**src/rtl/sqrt_iter_core_if.sv**
```systemverilog
// sqrt_iter_core_if: start/done handshake bundle between the CPU-side register
// wrapper (master) and the square-root core (slave).
//   init      master -> slave  start request
//   radicand  master -> slave  WIDTH-bit operand
//   result    slave -> master  WIDTH/2-bit floor(sqrt(radicand))
//   busy      slave -> master  operation in progress
//   done      slave -> master  one-cycle completion pulse
//   rem       slave -> master  WIDTH/2+1-bit remainder (only with SQRT_REM_EN)
// Optional feature macro: SQRT_REM_EN.
interface sqrt_iter_core_if #(
    parameter int unsigned WIDTH = 32
);
    localparam int unsigned N = WIDTH / 2;

    logic             init;
    logic [WIDTH-1:0] radicand;
    logic [N-1:0]     result;
    logic             busy;
    logic             done;
`ifdef SQRT_REM_EN
    logic [N:0]       rem;

    modport master (output init, output radicand,
                    input result, input busy, input done, input rem);
    modport slave  (input init, input radicand,
                    output result, output busy, output done, output rem);
`else
    modport master (output init, output radicand,
                    input result, input busy, input done);
    modport slave  (input init, input radicand,
                    output result, output busy, output done);
`endif
endinterface

```
**src/rtl/sqrt_iter_core.sv**
```systemverilog
// sqrt_iter_core: iterative integer square root, floor(sqrt(radicand)), using the
// restoring two-bits-per-step method (one result bit per SHIFT/SUB pair).
// Fixed latency: done is seen 2N+2 cycles after the accepting edge, N = WIDTH/2.
// Ports:
//   clk  single clock, rising edge
//   rst  synchronous active-high reset, wins over init
//   bus  sqrt_iter_core_if slave modport (init, radicand, result, busy, done[, rem])
// Optional feature macro: SQRT_REM_EN adds the registered remainder output bus.rem.
module sqrt_iter_core #(
    parameter int unsigned WIDTH = 32
) (
    input logic            clk,
    input logic            rst,
    sqrt_iter_core_if.slave bus
);
    localparam int unsigned N  = WIDTH / 2;
    localparam int unsigned CW = (N > 1) ? $clog2(N) : 1;

    typedef enum logic [2:0] {
        StIdle  = 3'd0,
        StLoad  = 3'd1,
        StShift = 3'd2,
        StSub   = 3'd3,
        StEnd   = 3'd4
    } state_e;

    state_e           state_q, state_d;
    logic [WIDTH-1:0] acc_q;
    logic [N+1:0]     rem_w_q;
    logic [N+1:0]     trial_q;
    logic [N-1:0]     root_q;
    logic [CW-1:0]    count_q;
    logic [N-1:0]     result_q;
`ifdef SQRT_REM_EN
    logic [N:0]       rem_q;
`endif

    logic             ge;
    logic [N+1:0]     rem_sub;
    logic [N-1:0]     root_next;

    assign ge        = (rem_w_q >= trial_q);
    assign rem_sub   = rem_w_q - trial_q;
    assign root_next = {root_q[N-2:0], ge};

    // State register
    always_ff @(posedge clk) begin
        if (rst) begin
            state_q <= StIdle;
        end else begin
            state_q <= state_d;
        end
    end

    // Next-state logic; unused encodings fall back to idle
    always_comb begin
        state_d = state_q;
        case (state_q)
            StIdle:  if (bus.init) state_d = StLoad;
            StLoad:  state_d = StShift;
            StShift: state_d = StSub;
            StSub:   state_d = (count_q == '0) ? StEnd : StShift;
            StEnd:   state_d = StIdle;
            default: state_d = StIdle;
        endcase
    end

    // Outputs decoded from state only
    always_comb begin
        bus.busy = 1'b0;
        bus.done = 1'b0;
        case (state_q)
            StLoad, StShift, StSub: bus.busy = 1'b1;
            StEnd: begin
                bus.busy = 1'b1;
                bus.done = 1'b1;
            end
            default: ;
        endcase
    end

    assign bus.result = result_q;
`ifdef SQRT_REM_EN
    assign bus.rem = rem_q;
`endif

    // Datapath
    always_ff @(posedge clk) begin
        if (rst) begin
            acc_q    <= '0;
            rem_w_q  <= '0;
            trial_q  <= '0;
            root_q   <= '0;
            count_q  <= '0;
            result_q <= '0;
`ifdef SQRT_REM_EN
            rem_q    <= '0;
`endif
        end else begin
            case (state_q)
                StIdle: begin
                    if (bus.init) acc_q <= bus.radicand;
                end
                StLoad: begin
                    root_q  <= '0;
                    rem_w_q <= '0;
                    count_q <= CW'(N - 1);
                end
                StShift: begin
                    // Partial remainder is below 2^N here, so the top two bits drop safely
                    rem_w_q <= {rem_w_q[N-1:0], acc_q[WIDTH-1 -: 2]};
                    acc_q   <= {acc_q[WIDTH-3:0], 2'b00};
                    trial_q <= {root_q, 2'b01};
                end
                StSub: begin
                    if (ge) rem_w_q <= rem_sub;
                    root_q <= root_next;
                    if (count_q == '0) begin
                        // Final bit: publish so result is valid alongside done
                        result_q <= root_next;
`ifdef SQRT_REM_EN
                        rem_q    <= ge ? rem_sub[N:0] : rem_w_q[N:0];
`endif
                    end else begin
                        count_q <= count_q - CW'(1);
                    end
                end
                default: ;
            endcase
        end
    end
endmodule

```
**src/flat_wrapper.sv**
```systemverilog
// flat-port wrapper written by rule: the top's interface ports become plain ports
module sqrt_iter_core_flat 
#(
    parameter int unsigned WIDTH = 32
)
  (clk, rst, bus_init, bus_radicand, bus_result, bus_busy, bus_done);
  sqrt_iter_core_if #(.WIDTH(WIDTH)) bus_i ();
  input logic clk;
  input logic rst;
  input wire logic [$bits(bus_i.init)-1:0] bus_init;
  input wire logic [$bits(bus_i.radicand)-1:0] bus_radicand;
  output wire logic [$bits(bus_i.result)-1:0] bus_result;
  output wire logic [$bits(bus_i.busy)-1:0] bus_busy;
  output wire logic [$bits(bus_i.done)-1:0] bus_done;
  assign bus_i.init = bus_init;
  assign bus_i.radicand = bus_radicand;
  assign bus_result = bus_i.result;
  assign bus_busy = bus_i.busy;
  assign bus_done = bus_i.done;
  sqrt_iter_core #(.WIDTH(WIDTH)) u_core (.clk(clk), .rst(rst), .bus(bus_i));
endmodule
```
**config.mk**
```make
export PLATFORM = sky130hd
export DESIGN_NAME = sqrt_iter_core_flat
export DESIGN_NICKNAME = d
export VERILOG_FILES = /design/src/rtl/sqrt_iter_core_if.sv /design/src/rtl/sqrt_iter_core.sv /design/src/flat_wrapper.sv
export SDC_FILE = /design/constraint.sdc
export NUM_CORES = 1
export LEC_CHECK = 0
export CORE_MARGIN = 10
export CORE_UTILIZATION = 40
export CTS_BUF_LIST = sky130_fd_sc_hd__clkbuf_16
export DETAILED_ROUTE_END_ITERATION = 8
export PLACE_DENSITY = 0.71
export SETUP_SLACK_MARGIN = 0.1
export SLEW_MARGIN = 20
export SYNTH_ARGS = -nofsm -noshare
export SYNTH_HDL_FRONTEND = slang
export SYNTH_SLANG_ARGS = --single-unit
```
**constraint.sdc**
```tcl
create_clock -name clk -period 3.5 [get_ports clk]
set_clock_uncertainty 0.2 [all_clocks]
set_input_delay 0.7 -clock clk [delete_from_list [all_inputs] [get_ports clk]]
set_output_delay 0.7 -clock clk [all_outputs]
set_load 0.03 [all_outputs]
```
==> results.py, run 1 <==
metrics = {
    "critical_path": {
        "worst-path-max-fanout": 10,
        "max_stage_delay_ns": 0.45,
        "cp.required_ns": 3.56,
        "cp_slowest_cell": "a221oi_2",
        "r2r-end": "u_core.rem_w_q[1]",
        "crit_family": "compound AO/OA/AOI/OAI gates",
        "crit_path_start": "u_core.trial_q[9]",
        "path_buf_inv": 2,
        "regToRegStartpoint": "u_core.trial_q[9]",
        "crit_type": "register to register",
        "worstRegToRegCells": 10,
        "end_kind": "register",
        "path_cells": "inv_1 > ha_1 > a21oi_1 > o21ai_0 > a221oi_2 > a31oi_4 > o21ai_4 > buf_4 > a211oi_1 > a211oi_1",
        "critPathLaunchType": "register",
        "r2r_slack_ns": 0.61,
        "arrival_ns": 2.95,
        "crit_path_frequent_cell": "a211oi_1",
    },
    "cts": {
        "cts_hold_buf": 0,
        "clk_pin_slew_ns": 0.07,
        "h-tree-depth": 3,
        "cts_sinks": 106,
        "cts_setup_buffers": 0,
        "cts_tree": "built",
        "cts_resized": 0,
        "cts_buffers": 9,
        "cts_buffer_depth": 2,
        "cts_root_buf": "clkbuf_16",
        "clkLatencyLatePin_ns": 0.34,
    },
    "final_layout": {
        "diodes": 0,
        "layout.cells.non_filler": 830,
        "final_cell_mix": "117 x nand2_1, 106 x dfxtp_1, 85 x a21oi_1, 51 x clkdlybuf4s50_1, 45 x nor2_1",
        "nets": 712,
        "areaGrowthSynthToFinish_pct": 18.7,
        "nFillCells": 1176,
        "layout_commonest_cell": "nand2_1",
        "drive_gt1_frac": 0.0619,
    },
    "pwr": {
        "pwr_density_cell_nw_per_um2": 480,
        "p_switching_mw": 0.821,
        "p_total_mw": 2.88,
        "pwr-share-comb": 0.202,
        "pwr-share-clk": 0.344,
        "power.internal_mw": 2.06,
        "power.leakage_nw": 2.12,
        "vdd_drop_max_v": 0.000281,
        "pwr-share-seq": 0.454,
        "swShare": 0.285,
    },
    "timing": {
        "drv_slew": 0,
        "timing.hold.ws_ns": 0.255,
        "max_freq_mhz": 346,
        "min_period_over_period": 0.827,
        "hold_viol": 0,
        "tightestPinTransition_ns": 0.788,
        "min_period_ns": 2.89,
        "finalSetupViolCount": 0,
        "tns_ns": 0,
        "rsz0062_at_grt": "false",
        "slew_headroom": 0.475,
    },
    "global_routing": {
        "grt_use_total": 0.142,
        "grt_start_max_net_pins": 92,
        "antenna_found_initial": 0,
        "grt_pass1_wl_mm": 21.3,
        "grt_pass1_vias": 4379,
        "overflow": 0,
    },
    "route": {
        "dr.first_iter.drc_count": 419,
        "ant_nets": 0,
        "viasPerCell": 5.47,
        "drc_errors": 0,
        "vias": 4540,
        "routed_wl_mm": 12.7,
        "drt_pass1_iterations": 5,
        "post_drt_wl_per_cell_um": 15.2,
    },
    "die": {
        "initial_core_util": 0.415,
        "die_w_um": 132,
        "pin_count": 53,
        "dieHeight_um": 132,
        "core_area_um2": 12200,
        "die_area_um2": 17500,
        "core.rowCount": 40,
    },
    "logic_synthesis": {
        "synthFlopType": "dfxtp_1",
        "ys_seq_area_frac": 0.421,
        "avgSynthCellArea_um2": 8.08,
        "synthArstFlopShare": 0,
        "synth_seq_cells": 106,
        "yosys_warnings": 0,
        "netlist_area_um2": 5040,
        "synth_fp_nets": 679,
        "synth_cell_types": 60,
        "postSynthCellCount": 624,
        "synth_edf_count": 0,
    },
    "run_status": {
        "status": "finished clean",
    },
    "job": {
        "maxCapViolations": 0,
    },
    "worst_hold_path": {
        "hold_class": "register to register",
        "hold_depth": 2,
        "min_from": "u_core.trial_q[12]",
        "min_to": "u_core.trial_q[12]",
    },
    "placement": {
        "dp.cells": 814,
        "dp_hpwl_mm": 8.82,
        "gp_congestion": 0.887,
        "portBuffers": 52,
    },
}
worst max-delay path by stage:
stage,endpoint,cells past startpoint
after floorplan,u_core.rem_w_q[13],10
after global placement,u_core.rem_w_q[0],10
after detailed placement,u_core.rem_w_q[0],10
after CTS,u_core.rem_w_q[0],10
after global routing,u_core.rem_w_q[0],10
final,u_core.rem_w_q[1],10
logic make-up after synthesis:
group                      Yosys count  share of synthesized area
DFF                                106                      0.421
buffers and inverters               65                     0.0513
xor gates and xnor gates            15                     0.0260
AOI/OAI and AO/OA                  188                      0.247
adders and majority gates           20                     0.0496
and+or+nand+nor                    230                      0.206
routing by layer:
layer / up-vias / share of wire / track usage
met5: - / 0 / 0
met4: 0 / 0.012 / 0.0416
met3: 16 / 0.054 / 0.0354
met2: 123 / 0.47 / 0.225
met1: 2130 / 0.47 / 0.185
li1: 2271 / - / -
worst reg2reg max path: cells and delay by family, from the launching register on:
kind                       cells  cell delay (ns)
buffers and inverters          2             0.27
AOI/OAI and AO/OA              7             1.68
DFF                            1             0.33
adders and majority gates      1             0.34
state kept, by name, indices dropped and copies added (netlist names):
register           count
u_core.acc_q          32
u_core.rem_w_q        18
u_core.trial_q        17
u_core.bus.result     16
u_core.root_q         16
u_core.count_q         4
u_core.state_q         3
cell usage after synthesis, drive strengths merged, types with 3 or more instances:
library cell  number  area, um2
nand2            117        439
dfxtp            106       2120
a21oi             85        425
nor2              45        169
a22oi             30        225
clkbuf            27        101
inv               25       93.8
ha                20        250
nand3             18       90.1
nor3              17       96.4
buf               13       63.8
o21ai             13       80.1
o22ai             13       81.3
xnor2             10       87.6
a211oi             9       72.6
a2bb2oi            6       52.6
and2               6       37.5
nor2b              5       38.8
o31ai              5       37.5
xor2               5       43.8
a21o               4       30.0
nand3b             4       30.0
a221o              3       30.0
a221oi             3       32.5
a31oi              3       33.8
nand2b             3       18.8
nand4              3       25.0
metrics by stage:
stage | worst slack (ns) | area [um2] | utilization
after floorplan | 1.09 | 5040 | -
after global placement | 0.759 | 5700 | 0.469
after detailed placement | 0.661 | 5700 | 0.469
after CTS | 0.647 | 5990 | 0.492
after global routing | 0.447 | 5990 | 0.492
final | 0.607 | 5990 | 0.492
power groups by stage:
stage / combinational, mW / sequential, mW / clock (mW)
6_report: 0.581 / 1.31 / 0.990
5_1_grt: 0.642 / 1.31 / 1.06
4_1_cts: 0.578 / 1.31 / 1.00
3_5_place_dp: 0.574 / 1.33 / 0
3_3_place_gp: 0.567 / 1.33 / 0
2_1_floorplan: 0.429 / 1.32 / 0
final cells by class:
cell class | count | area [um2] | area share
Inverter | 25 | 93.8 | 0.0157
Clock inverter | 7 | 62.6 | 0.0104
Tap cell | 168 | 210 | 0.0351
Clock buffer | 9 | 225 | 0.0376
Sequential cell | 106 | 2120 | 0.354
Timing Repair Buffer | 62 | 606 | 0.101
Multi-Input combinational cell | 453 | 2670 | 0.446
Power figures use the tool's default switching activity.
==> run 2: changes to the inputs <==
clock period = 2.94 ns   (was 3.5 ns; I/O delays follow)
==> run 2 against run 1 <==
Fmax increased by 6.0%. Routed wire length rose by 0.91%. Clock-buffer cell count is the same. Flip-flop and latch count is the same. First-iteration DRC count down 34%. Non-clock buffer count up 12. Critical path depth is 1 higher.
==> results.py, run 2 (same netlist as run 1, synthesis figures left out) <==
metrics = {
    "final_layout": {
        "layout.cells.non_filler": 842,
        "nFillCells": 1144,
        "drive_gt1_frac": 0.0905,
        "nets": 724,
        "regMostFlops": "u_core.acc_q",
        "layout_commonest_cell": "nand2_1",
        "largestRegisters": "u_core.acc_q (32), u_core.rem_w_q (18), u_core.trial_q (17)",
        "largest_reg_flops": 32,
        "final_cell_mix": "117 x nand2_1, 106 x dfxtp_1, 84 x a21oi_1, 51 x clkdlybuf4s50_1, 45 x nor2_1",
        "diodes": 0,
        "areaGrowthSynthToFinish_pct": 21.8,
        "utilization": 0.505,
    },
    "cts": {
        "cts_root_buf": "clkbuf_16",
        "h-tree-depth": 3,
        "cts_hold_buf": 0,
        "cts_buffers": 9,
        "cts_buffer_depth": 2,
        "cts_sinks": 106,
        "cts_tree": "built",
        "clk_pin_slew_ns": 0.07,
        "clkLatencyLatePin_ns": 0.35,
    },
    "job": {
        "maxCapViolations": 0,
    },
    "pwr": {
        "vdd_drop_max_v": 0.000346,
        "pwr_density_cell_nw_per_um2": 580,
        "p_total_mw": 3.57,
        "power.leakage_nw": 2.18,
    },
    "critical_path": {
        "regToRegStartpoint": "u_core.rem_w_q[0]",
        "worst-path-max-fanout": 5,
        "r2r_slack_ns": 0.21,
        "worstRegToRegCells": 11,
        "cp.required_ns": 2.98,
        "critPathLaunchType": "register",
        "arrival_ns": 2.77,
        "crit_type": "register to register",
        "end_kind": "register",
        "r2r-end": "u_core.rem_w_q[13]",
    },
    "route": {
        "routed_wl_mm": 12.8,
        "drt_pass1_iterations": 5,
        "drc_errors": 0,
        "vias": 4603,
        "post_drt_wl_per_cell_um": 15.2,
        "ant_nets": 0,
        "viasPerCell": 5.47,
        "dr.first_iter.drc_count": 277,
    },
    "run_status": {
        "status": "finished clean",
    },
    "timing": {
        "finalSetupViolCount": 0,
        "max_freq_mhz": 366,
        "hold_viol": 0,
        "timing.hold.ws_ns": 0.256,
        "rsz0062_at_grt": "false",
        "min_period_ns": 2.73,
        "drv_slew": 0,
        "tightestPinTransition_ns": 0.820,
        "tns_ns": 0,
        "slew_headroom": 0.453,
        "min_period_over_period": 0.928,
    },
    "die": {
        "dieHeight_um": 132,
        "initial_core_util": 0.415,
        "core.rowCount": 40,
        "die_area_um2": 17500,
        "die_w_um": 132,
        "pin_count": 53,
        "core_area_um2": 12200,
    },
    "placement": {
        "dp_hpwl_mm": 9.00,
        "dp.cells": 822,
        "gp_congestion": 0.925,
        "portBuffers": 52,
    },
    "worst_hold_path": {
        "min_to": "u_core.root_q[15]",
        "hold_class": "register to register",
        "min_from": "u_core.root_q[15]",
        "hold_depth": 2,
    },
    "global_routing": {
        "overflow": 0,
        "grt_start_max_net_pins": 101,
        "antenna_found_initial": 0,
        "grt_pass1_vias": 4478,
        "grt_pass1_wl_mm": 21.5,
        "grt_use_total": 0.143,
    },
}
run 2: worst max path at each step:
stage	depth (start not counted)	startpoint	endpoint
final	11	u_core.rem_w_q[0]	u_core.rem_w_q[13]
after global placement	9	u_core.trial_q[9]	u_core.rem_w_q[17]
after detailed placement	9	u_core.trial_q[9]	u_core.rem_w_q[16]
after global routing	11	u_core.rem_w_q[0]	u_core.rem_w_q[17]
after floorplan	10	u_core.trial_q[11]	u_core.rem_w_q[13]
after CTS	9	u_core.trial_q[9]	u_core.rem_w_q[13]
run 2: critical path, cell delays in order, from the launching register on:
cell	delay (ns)
dfxtp_1	0.34
inv_1	0.06
ha_1	0.20
ha_1	0.22
nor2b_1	0.15
o31a_1	0.23
o221ai_2	0.18
a31oi_4	0.29
o21ai_4	0.11
buf_4	0.16
nor2b_4	0.13
a221o_1	0.33
run 2: per-stage QoR:
step	cell area, um2	setup slack, ns
floorplan	5040	0.529
global placement	5760	0.235
detailed placement	5760	0.163
CTS	6080	0.123
global route	6150	0.0836
finish	6150	0.211
run 2: layout make-up:
type	count	area, um2	area share
Sequential cell	106	2120	0.345
Clock buffer	9	225	0.0366
Inverter	25	93.8	0.0153
Multi-Input combinational cell	453	2710	0.440
Timing Repair Buffer	74	696	0.113
Tap cell	168	210	0.0342
Clock inverter	7	92.6	0.0151
run 2: repair_timing:
action | CTS | global route
setup buffers | 0 | 4
setup endpoints to repair | 0 | 18
resized for setup | 0 | 7
run 2: layer usage:
layer / track usage / part of all wire
met5: 0 / 0
met1: 0.178 / 0.44
met3: 0.0274 / 0.054
met4: 0.0605 / 0.018
met2: 0.236 / 0.49
run 2: report_power, final:
part / total, mW / internal [mW] / switching [mW]
logic: 0.734 / 0.315 / 0.419
registers: 1.55 / 1.51 / 0.0447
clock network: 1.28 / 0.745 / 0.533
==> variant (config.mk and constraints of run 1) <==
Encoding of `state_e`: now one-hot (5 bits for 5 states).
--- a/src/rtl/sqrt_iter_core.sv
+++ b/src/rtl/sqrt_iter_core.sv
@@ -17,10 +17,10 @@
     localparam int unsigned CW = (N > 1) ? $clog2(N) : 1;
 
-    typedef enum logic [2:0] {
-        StIdle  = 3'd0,
-        StLoad  = 3'd1,
-        StShift = 3'd2,
-        StSub   = 3'd3,
-        StEnd   = 3'd4
+    typedef enum logic [4:0] {
+        StIdle  = 5'b00001,
+        StLoad  = 5'b00010,
+        StShift = 5'b00100,
+        StSub   = 5'b01000,
+        StEnd   = 5'b10000
     } state_e;
 
Behaviour: same outputs for any inputs over 10 cycles, from zero or initial values and one cycle with rst high; not proved beyond that.
==> variant against run 1 <==
  * Design area rose by 4.9%
  * Sequential cell count rose by 2
  * Sequential share of layout area down 1.0 points
  * Total power fell by 6.3%
  * Setup slack lost 0.23 ns
  * Via count rose by 6.3%
  * Synthesized area increased by 6.4%
  * Wire length rose by 6.8%
==> variant: results (changes against run 1) <==
| Metric | Value |
|---|---|
| WHS Endpoint | u_core.trial_q[13]$_SDFFE_PP0P_ |
| RR Startpoint | u_core.rem_w_q[0]$_SDFFE_PP0P_ |
| Commonest cells post-synth | nand2_1 (145), dfxtp_1 (108), nor2_1 (67) |
| Post-Route WL | 13500 um (+6.8%) |
| First-pass GRT wire length | 22000 um (+3.1%) |
| Crit path max fanout | 6 (-4) |
| Worst VDD drop | 216 uV (-23%) |
| Synth area leaders | dfxtp_1 (40%), nand2_1 (10%), a21oi_1 (6.2%) |
| Synthesized instance count | 664 (+6.4%) |
| Mux contribution to synthesized area | 0.559% (+0.56 points) |
| Share of layout cells above drive strength 1 | 7.74% (+1.5 points) |
| Final Instance Count excl. Fillers | 874 (+5.3%) |
| Placed cell area | 6010 um2 (+5.3%) |
| GRT Util Overall | 14.3% (+0.10 points) |
| DRT Pass-1 Iters | 4 (-1) |
| Worst setup path startpoint | u_core.state_q[1]$_SDFFE_PP0P_ |
| Root buffer cell | clkbuf_16 |
| Worst R2R Path Depth | 11 (+1) |
| Filler instances | 1269 (+7.9%) |
| Nets | 748 (+5.1%) |
| Largest net degree at the start of global routing | 67 (-27%) |
| Vias | 4828 (+6.3%) |
| Worst Min Path Start | u_core.trial_q[13]$_SDFFE_PP0P_ |
| Critical Path End | bus_done |
| Data arrival time of the worst path | 2.22 ns (-0.73 ns) |
| Placed cells | 858 (+5.4%) |
| Worst slew pin tran | 0.948 ns (+0.160 ns) |
| Compound-cell area share of the yosys netlist | 26.1% (+1.4 points) |
| Leakage power | 2.21 nW (+4.2%) |
| Min Clock Period, post-route | 3.12 ns (+0.231 ns) |
| Vias in the first global route | 4514 (+3.1%) |
| Fin Hold WS | 0.256 ns (+0.00168 ns) |
| Adder-cell share of the synthesized area | 4.66% (-0.30 points) |
| Place WS | 0.452 ns (-0.210 ns) |
| Status | finished, final reports clean |
| RD Place Congestion | 0.964 (+8.6%) |
| Syn Nets | 719 (+5.9%) |
| Iter 0 DRT Violations | 377 (-10%) |
| Xor/xnor share of the synthesized area | 1.63% (-0.97 points) |
| Dpl hpwl | 9400 um (+6.7%) |
variant: cell types whose count changed after synthesis, moves of 10 or more:
cell      before  now
nand3_1       18    8
nor2_1        45   67
a21oi_1       85   66
o22ai_1       13    0
a311oi_1       0   32
nand2_1      117  145
variant: area by class of cell:
cell class              instances  area [um2]  share of cell area (%)
inverters                      23        86.3                    1.37
multi-input cells             488        2930                    46.6
clock buffers                   9         225                    3.58
repair buffers                 63         611                    9.72
well taps                     176         220                    3.50
flip-flops and latches        108        2160                    34.4
clock inverters                 7        51.3                   0.816
variant: per-layer routing:
layer,track usage (%),vias up,share of wire (%),wire length (um)
li1,-,2415,-,-
met1,18.3,2279,45,6110
met2,22.9,119,48,6500
met3,3.36,15,5.3,712
met4,5.21,0,1.4,195
met5,0,-,0,0
variant: power breakdown:
part | leakage, nW | switching [W] | internal (W) | total, W
clock network | 0.134 | 0.000464 | 0.000487 | 0.000951
logic | 1.20 | 0.000236 | 0.000195 | 0.000432
registers | 0.878 | 0.0000332 | 0.00128 | 0.00131
